[config.mk]
export PLATFORM = sky130hd
export DESIGN_NAME = rr_arbiter4
export DESIGN_NICKNAME = d
export VERILOG_FILES = /design/src/rtl/rr_arbiter4.sv
export SDC_FILE = /design/constraint.sdc
export NUM_CORES = 1
export LEC_CHECK = 0
export CAP_MARGIN = 40
export CORE_MARGIN = 1
export CORE_UTILIZATION = 35
export DETAILED_ROUTE_END_ITERATION = 8
export PLACE_DENSITY = 0.51
export SYNTH_ARGS = -nofsm -noshare
export SYNTH_HDL_FRONTEND = slang
export SYNTH_SLANG_ARGS = --single-unit
[constraint.sdc]
create_clock -name clk -period 2.5 [get_ports clk]
set_input_delay 0.5 -clock clk [delete_from_list [all_inputs] [get_ports clk]]
set_output_delay 0.5 -clock clk [all_outputs]
set_load 0.02 [all_outputs]
[src/rtl/rr_arbiter4.sv]
// Round-robin bus arbiter for four masters.
// Picks one owner from the level-held requests and keeps it until the owner
// releases its request or overstays the hold limit while others wait.
// Drives decoder2_4 downstream: Grant_Idx -> Data, Grant_EN -> EN.
//
// Ports:
//   clk        rising-edge system clock
//   rst_n      asynchronous active-low reset
//   Req[3:0]   per-master request, bit i = master i
//   Grant_Idx  encoded index of the current owner
//   Grant_EN   1 while Grant_Idx owns the bus
//   Timeout    one-cycle pulse on the cycle a preempting grant first appears
//
// Parameters:
//   MAX_HOLD   max consecutive owned cycles while others wait (0 = unlimited)
//   CNT_W      hold-counter width, must be able to hold MAX_HOLD
module rr_arbiter4 #(
  parameter int unsigned MAX_HOLD = 16,
  parameter int unsigned CNT_W    = 5
) (
  input  logic       clk,
  input  logic       rst_n,
  input  logic [3:0] Req,
  output logic [1:0] Grant_Idx,
  output logic       Grant_EN,
  output logic       Timeout
);

  // With no limit the counter just saturates at all-ones and never preempts.
  localparam logic [CNT_W-1:0] HoldLim = (MAX_HOLD == 0) ? {CNT_W{1'b1}} : CNT_W'(MAX_HOLD);

  typedef enum logic [0:0] {StIdle, StOwned} state_e;

  state_e           state_q, state_d;
  logic [1:0]       owner_q, owner_d;
  logic [1:0]       last_q, last_d;
  logic [CNT_W-1:0] cnt_q, cnt_d;
  logic             timeout_q, timeout_d;

  // First set request bit starting at last+1, wrapping 3->0; last itself is
  // checked last. Scanning from the farthest offset down lets the nearest win.
  function automatic logic [1:0] rr_pick(input logic [3:0] req, input logic [1:0] last);
    logic [1:0] idx;
    rr_pick = last;
    for (int i = 4; i >= 1; i--) begin
      idx = last + i[1:0];
      if (req[idx]) rr_pick = idx;
    end
  endfunction

  logic [3:0] others;
  logic       owner_req;

  always_comb begin
    others    = Req & ~(4'b0001 << owner_q);
    owner_req = Req[owner_q];

    state_d   = state_q;
    owner_d   = owner_q;
    last_d    = last_q;
    cnt_d     = cnt_q;
    timeout_d = 1'b0;

    unique case (state_q)
      StIdle: begin
        if (Req != 4'b0000) begin
          state_d = StOwned;
          owner_d = rr_pick(Req, last_q);
          last_d  = rr_pick(Req, last_q);
          cnt_d   = CNT_W'(1);
        end
      end
      StOwned: begin
        if (!owner_req) begin
          // Release has priority over preemption.
          if (others != 4'b0000) begin
            owner_d = rr_pick(others, last_q);
            last_d  = rr_pick(others, last_q);
            cnt_d   = CNT_W'(1);
          end else begin
            state_d = StIdle;
          end
        end else if ((MAX_HOLD != 0) && (cnt_q == HoldLim) && (others != 4'b0000)) begin
          owner_d   = rr_pick(others, last_q);
          last_d    = rr_pick(others, last_q);
          cnt_d     = CNT_W'(1);
          timeout_d = 1'b1;
        end else if (cnt_q != HoldLim) begin
          cnt_d = cnt_q + CNT_W'(1);
        end
      end
      default: state_d = StIdle;
    endcase
  end

  always_ff @(posedge clk or negedge rst_n) begin
    if (!rst_n) begin
      state_q   <= StIdle;
      owner_q   <= 2'd0;
      last_q    <= 2'd3;  // master 0 wins the first search
      cnt_q     <= '0;
      timeout_q <= 1'b0;
    end else begin
      state_q   <= state_d;
      owner_q   <= owner_d;
      last_q    <= last_d;
      cnt_q     <= cnt_d;
      timeout_q <= timeout_d;
    end
  end

  assign Grant_Idx = owner_q;
  assign Grant_EN  = (state_q == StOwned);
  assign Timeout   = timeout_q;

endmodule
== After elaboration in Yosys (flattened, before gate mapping) ==
Cells that the tools add are included.
Word-level totals
  output and inout port bits: 4
  word-level logic and storage cells: 66
  input bits: 6
  register bits after elaboration: 11
Cells by class
  equality and inequality tests: 6
  reduce and logical (&&, ||, !) cells: 5
  bitwise logic cells: 3
  magnitude comparators: 4
  add/subtract/negate cells: 4
  shift-type cells: 1
  multiplexer cells: 38
Operators with widths (count)
  $mux W5: 5
  $mux W2: 10
  $bmux W1 S2: 7
  $mux W1: 13
  $lt A2 B3 Y1 const B: 4
  $pmux W5 S2: 1
  $reduce_bool A4 Y1: 2
  $reduce_and A3 Y1: 2
  $add A5 B1 Y5 const B: 1
  $eq A5 B5 Y1 const B: 1
  $ne A5 B5 Y1 const B: 1
  $add A2 B2 Y2 const B: 2
  $and A4 B4 Y4: 1
  $ne A4 B2 Y1 const B: 1
  $not A4 Y4: 1
  $pmux W2 S2: 1
  $shl A1 B2 Y4 const A: 1
  $ne A3 B1 Y1 const B: 1
  $ne A3 B2 Y1 const B: 1
  $add A2 B1 Y2 const B: 1
  $ne A2 B2 Y1 const B: 1
  $pmux W1 S2: 1
  $logic_and A1 B1 Y1: 1
  $not A1 Y1: 1

== Depth between registers and ports, before layout ==
  depth after elaboration: 11
  depth in mapped cells: 8
  gate-level depth less buffers: 8

== Worst setup path before layout ==
No wires, ideal clock.
  path kind: register to register
  from: reg owner_q[1] (netlist: Grant_Idx[1])
  to: reg owner_q[1] (netlist: Grant_Idx[1])
  period minus slack after synthesis: 1.878 ns
  library setup time: 0.126 ns
  path buffers: 2
  data required time: 2.374 ns
  stages on the path, launching flop included: 9
  path slack: 0.622 ns
  arrival time: 1.752 ns
  cell sequence: dfrtp_1 -> buf_6 -> or3b_2 -> o32ai_2 -> o21ai_1 -> and3_1 -> buf_6 -> o211ai_2 -> o21ai_1
Between the ends
  word-level cells in the longest chain between the ends: 11
  elaborated cells between the ends (all ways): 23
  classes of those cells: eq/ne (2); shift (1); mux (15); bitwise (2); reduce/logical (3)
Ends and longest elaborated chain
  start: declaration: line 35  | logic [1:0] owner_q, owner_d;
  start signal: assignment: line 105  | owner_q <= owner_d;
  $shl A1 B2 Y4: line 55  | others = Req & ~(4'b0001 << owner_q);
  $not A4 Y4: line 55
  $and A4 B4 Y4: line 55
  $bmux W1 S2: line 47  | if (req[idx]) rr_pick = idx;
  $mux W1 (not written as such): line 47
  $mux W2 (2 in series)
  $mux W2: line 47
  $mux W2, on equally long branches: line 76, 83
  $mux W2: line 74  | if (!owner_req) begin
  $pmux W2 S2
Several ways; a longest one is shown, not always the timed one. The select of a mux whose other input is x is not followed.
A chain may end at the register's enable or synchronous reset.

== Final worst setup path ==
  from: in Req[0]
  to: reg owner_q[1] (netlist: Grant_Idx[1])
Between the ends
  word-level cells in the longest chain between the ends: 9
  elaborated cells between the ends (all ways): 33
  classes of those cells: eq/ne (3); mux (25); bitwise (1); reduce/logical (4)
Ends and longest elaborated chain
  start: declaration: line 23  | input logic [3:0] Req,
  $and A4 B4 Y4: line 55
  $bmux W1 S2: line 47
  $mux W1 (not written as such): line 47
  $mux W2 (2 in series)
  $mux W2: line 47
  $mux W2, on equally long branches: line 76, 83
  $mux W2: line 74
  $pmux W2 S2
Several ways; a longest one is shown, not always the timed one. The select of a mux whose other input is x is not followed.

==> key figures <==
Run status
  • Run status: completed

Worst setup path
  • Critical R2R Capture: Grant_Idx[1]$_DFFE_PN0P_
  • Worst Setup Start Kind: primary input
  • Register-to-register path setup slack: 0.49 ns
  • Worst EP arrival: 2.35 ns
  • Reg2reg start: last_q[1]$_DFFE_PN1P_
  • Required time at the endpoint of the critical path: 2.66 ns
  • CP endpoint kind: flip-flop
  • Count of cells along the worst register-to-register path: 6
  • Largest fanout of any net on the critical path: 9
  • Critical path start-end classification: in -> reg

Finish
  • Final layout net count: 126
  • Area growth syn-to-layout: 14.2%
  • Inserted Diodes: 0
  • Proportion of layout cells with a drive suffix above 1: 15.4%

Yosys
  • Most used standard cell by instance count after synthesis: sky130_fd_sc_hd__dfrtp_1
  • Cell type with the highest aggregate area in the netlist: sky130_fd_sc_hd__dfrtp_1
  • Synth top area share: 23.4%
  • Dominant synthesized flop cell: sky130_fd_sc_hd__dfrtp_1
  • Sequential-to-total area share from yosys stat: 28.8%
  • Area contributors post-synth: sky130_fd_sc_hd__dfrtp_1 (23%), sky130_fd_sc_hd__dfstp_2 (5.5%), sky130_fd_sc_hd__nand3_1 (3.6%), sky130_fd_sc_hd__xor2_1 (3.6%), sky130_fd_sc_hd__inv_1 (2.7%)
  • Top cell types by occurrence after synthesis: sky130_fd_sc_hd__dfrtp_1 (9), sky130_fd_sc_hd__inv_1 (7), sky130_fd_sc_hd__nand3_1 (7)
  • Flip-flop and latch count after synthesis: 11
  • Instance count of the mapped netlist: 107
  • Syn nets: 115
  • Mapped Area: 963 um2
  • Post-synth EDFFs: 0
  • Number of synthesis warnings: 0
  • Mean instance size in the synthesized netlist: 9.00 um2
  • Share of flip-flops with an asynchronous set or reset after synthesis: 100%
  • Unique masters post-synth: 46

Flow run
  • Max-Cap Viols: 0

Timing
  • Min Hold Slack: 0.543 ns
  • Rel. slew slack: 67.7%
  • Ratio of final minimum period to clock period: 87.7%
  • Tightest Pin Transition: 0.483 ns
  • Fmax: 0.456 GHz
  • Clock skew after layout: 0.00541 ns
  • Final setup violation count: 0
  • Number of pins exceeding their max-slew limit in the final report: 0
  • RSZ-0062 raised after global routing: false
  • Minimum clock period: 2.19 ns
  • Sum of negative setup slack: 0 ns
  • Number of hold-slack violations in the final timing report: 0

Route
  • Final ANT Viol Nets: 0
  • Total wire length after detailed routing: 2100 um
  • Uppermost signal routing layer after detailed routing: met4
  • Starting DRT DRC Count: 13
  • DRT met1 WL: 1030 um
  • Met3 wirelength from detailed routing: 49 um
  • TritonRoute pass-1 iters: 4
  • Wirelength per Cell: 14.3 um
  • Vias post-DR: 819
  • Remaining routing DRC violations: 0
  • DR vias/cell: 5.57
  • Sum of met2 wire segment lengths after detailed routing: 975 um

Min path
  • Kind of path behind the tightest hold check: reg -> reg
  • Number of cells on the worst hold path: 2
  • Hold path startpoint: cnt_q[4]$_DFFE_PN0P_
  • Worst hold endpoint: cnt_q[4]$_DFFE_PN0P_

Floorplanning
  • Area of the die: 0.00297 mm2
  • Std-Cell Core Area: 0.00254 mm2
  • Row Count: 18
  • Vertical die dimension: 54.5 um
  • Number of placed I/O pins: 10
  • Initial Util: 37.9%
  • Die X-Extent: 54.5 um

GRT
  • Wire length of the first global-routing pass: 3520 um
  • Total gr overflow: 0
  • Number of antenna violations at the first check in global routing: 0
  • Via count of the first global-routing pass: 787
  • Maximum number of pins on one net before global-route repair: 17
  • Total routing resource utilization after global routing: 16.6%

Power
  • Ratio of total power to cell area: 1220 mW/mm2
  • Worst IR drop on VDD: 0.498 mV
  • Leakage component of the power: 0.455 nW

Placement
  • PortBufs: 9
  • HPWL reported at the end of detailed placement: 1590 um
  • Placer's final routability congestion estimate: 0.743

Clocking
  • Post-CTS Hold Fix Bufs: 0
  • Buffer type at the clock tree root: sky130_fd_sc_hd__clkbuf_4
  • Clock latency reported for the late side of the worst-skew pair: 0.28 ns
  • Clock edge transition at the registers on the reported setup and hold paths: 0.07 ns
  • Number of sinks handled by clock tree synthesis: 11
  • Num CTS Buffers: 3
  • CTS max path bufs: 2
  • Resized Gates After CTS: 0
  • Total setup buffers inserted after CTS: 0
  • TritonCTS clock tree: built
  • H-tree levels: 1
-- metal layers --
metal	vias up	track usage [%]
met3	7	1.67
met1	393	21.5
met5	-	0
met2	12	27.4
met4	0	7.69
li1	407	-
-- critical path: stages --
cell	delay, ns
sky130_fd_sc_hd__clkdlybuf4s50_1	0.55
sky130_fd_sc_hd__or3b_2	0.53
sky130_fd_sc_hd__o32ai_2	0.16
sky130_fd_sc_hd__o21ai_1	0.13
sky130_fd_sc_hd__and3_1	0.28
sky130_fd_sc_hd__o211ai_2	0.10
sky130_fd_sc_hd__o21ai_1	0.08
-- cell usage in the layout (no fill, tap or decap), types with 4 or more instances in the layout --
master / count
sky130_fd_sc_hd__clkdlybuf4s50_1: 9
sky130_fd_sc_hd__xor2_1: 4
sky130_fd_sc_hd__inv_1: 7
sky130_fd_sc_hd__a21oi_1: 4
sky130_fd_sc_hd__nand2b_1: 4
sky130_fd_sc_hd__nand3_1: 7
sky130_fd_sc_hd__nand2_1: 6
sky130_fd_sc_hd__nor2_1: 6
sky130_fd_sc_hd__dfrtp_1: 9
sky130_fd_sc_hd__o21ai_1: 4
sky130_fd_sc_hd__buf_4: 5
-- metrics by stage --
step / cells / power, W / area, um2 / setup WS [ns] / util (%)
after floorplan: 107 / 0.00108 / 963 / 0.622 / -
after global placement: 143 / 0.00122 / 1070 / 0.0255 / 42.2
after detailed placement: 143 / 0.00122 / 1070 / 0.0240 / 42.2
after CTS: 147 / 0.00135 / 1100 / 0.304 / 43.2
after global routing: 147 / 0.00145 / 1100 / 0.170 / 43.2
final: 147 / 0.00134 / 1100 / 0.307 / 43.2
-- logic make-up (layout without fill, tap and decap cells) --
kind of cell             Yosys count  count (layout)  synth area share [%]
AO/OA/AOI/OAI                     27              27                  22.7
buffers and inverters             15              25                  8.44
multiplexers                       5               5                  6.88
flip-flops                        11              11                  28.8
AND/OR/NAND/NOR                   39              39                  22.5
adder cells (fa/ha/maj)            2               2                  2.60
XOR/XNOR                           8               8                  8.05
-- sequential cells by signal, indices dropped and copies added, names as in the netlist --
register,flops
Grant_EN,1
Grant_Idx,2
Timeout,1
cnt_q,5
last_q,2
-- area by class of cell --
type / count / area (um2)
inverter: 7 / 26.3
clock buffer: 4 / 26.3
tap: 30 / 37.5
sequential: 11 / 278
multi-input combinational: 81 / 604
fill: 258 / 1450
timing repair buffer: 14 / 128
-- power breakdown --
group / internal (W) / switching (W)
clock network: 0.0000619 / 0.0000641
registers: 0.000256 / 0.000148
logic: 0.000406 / 0.000402
total: 0.000725 / 0.000614
-- how the worst max path moves through the flow --
stage	from	end	cells past startpoint
floorplan	Grant_Idx[1]$_DFFE_PN0P_	Grant_Idx[1]$_DFFE_PN0P_	8
global placement	Req[0]	Grant_Idx[1]$_DFFE_PN0P_	7
detailed placement	Req[0]	Grant_Idx[1]$_DFFE_PN0P_	7
CTS	Req[0]	Grant_Idx[1]$_DFFE_PN0P_	7
global route	Req[0]	Grant_Idx[1]$_DFFE_PN0P_	7
finish	Req[0]	Grant_Idx[1]$_DFFE_PN0P_	7
No activity file was read; power rests on OpenSTA's default activity.
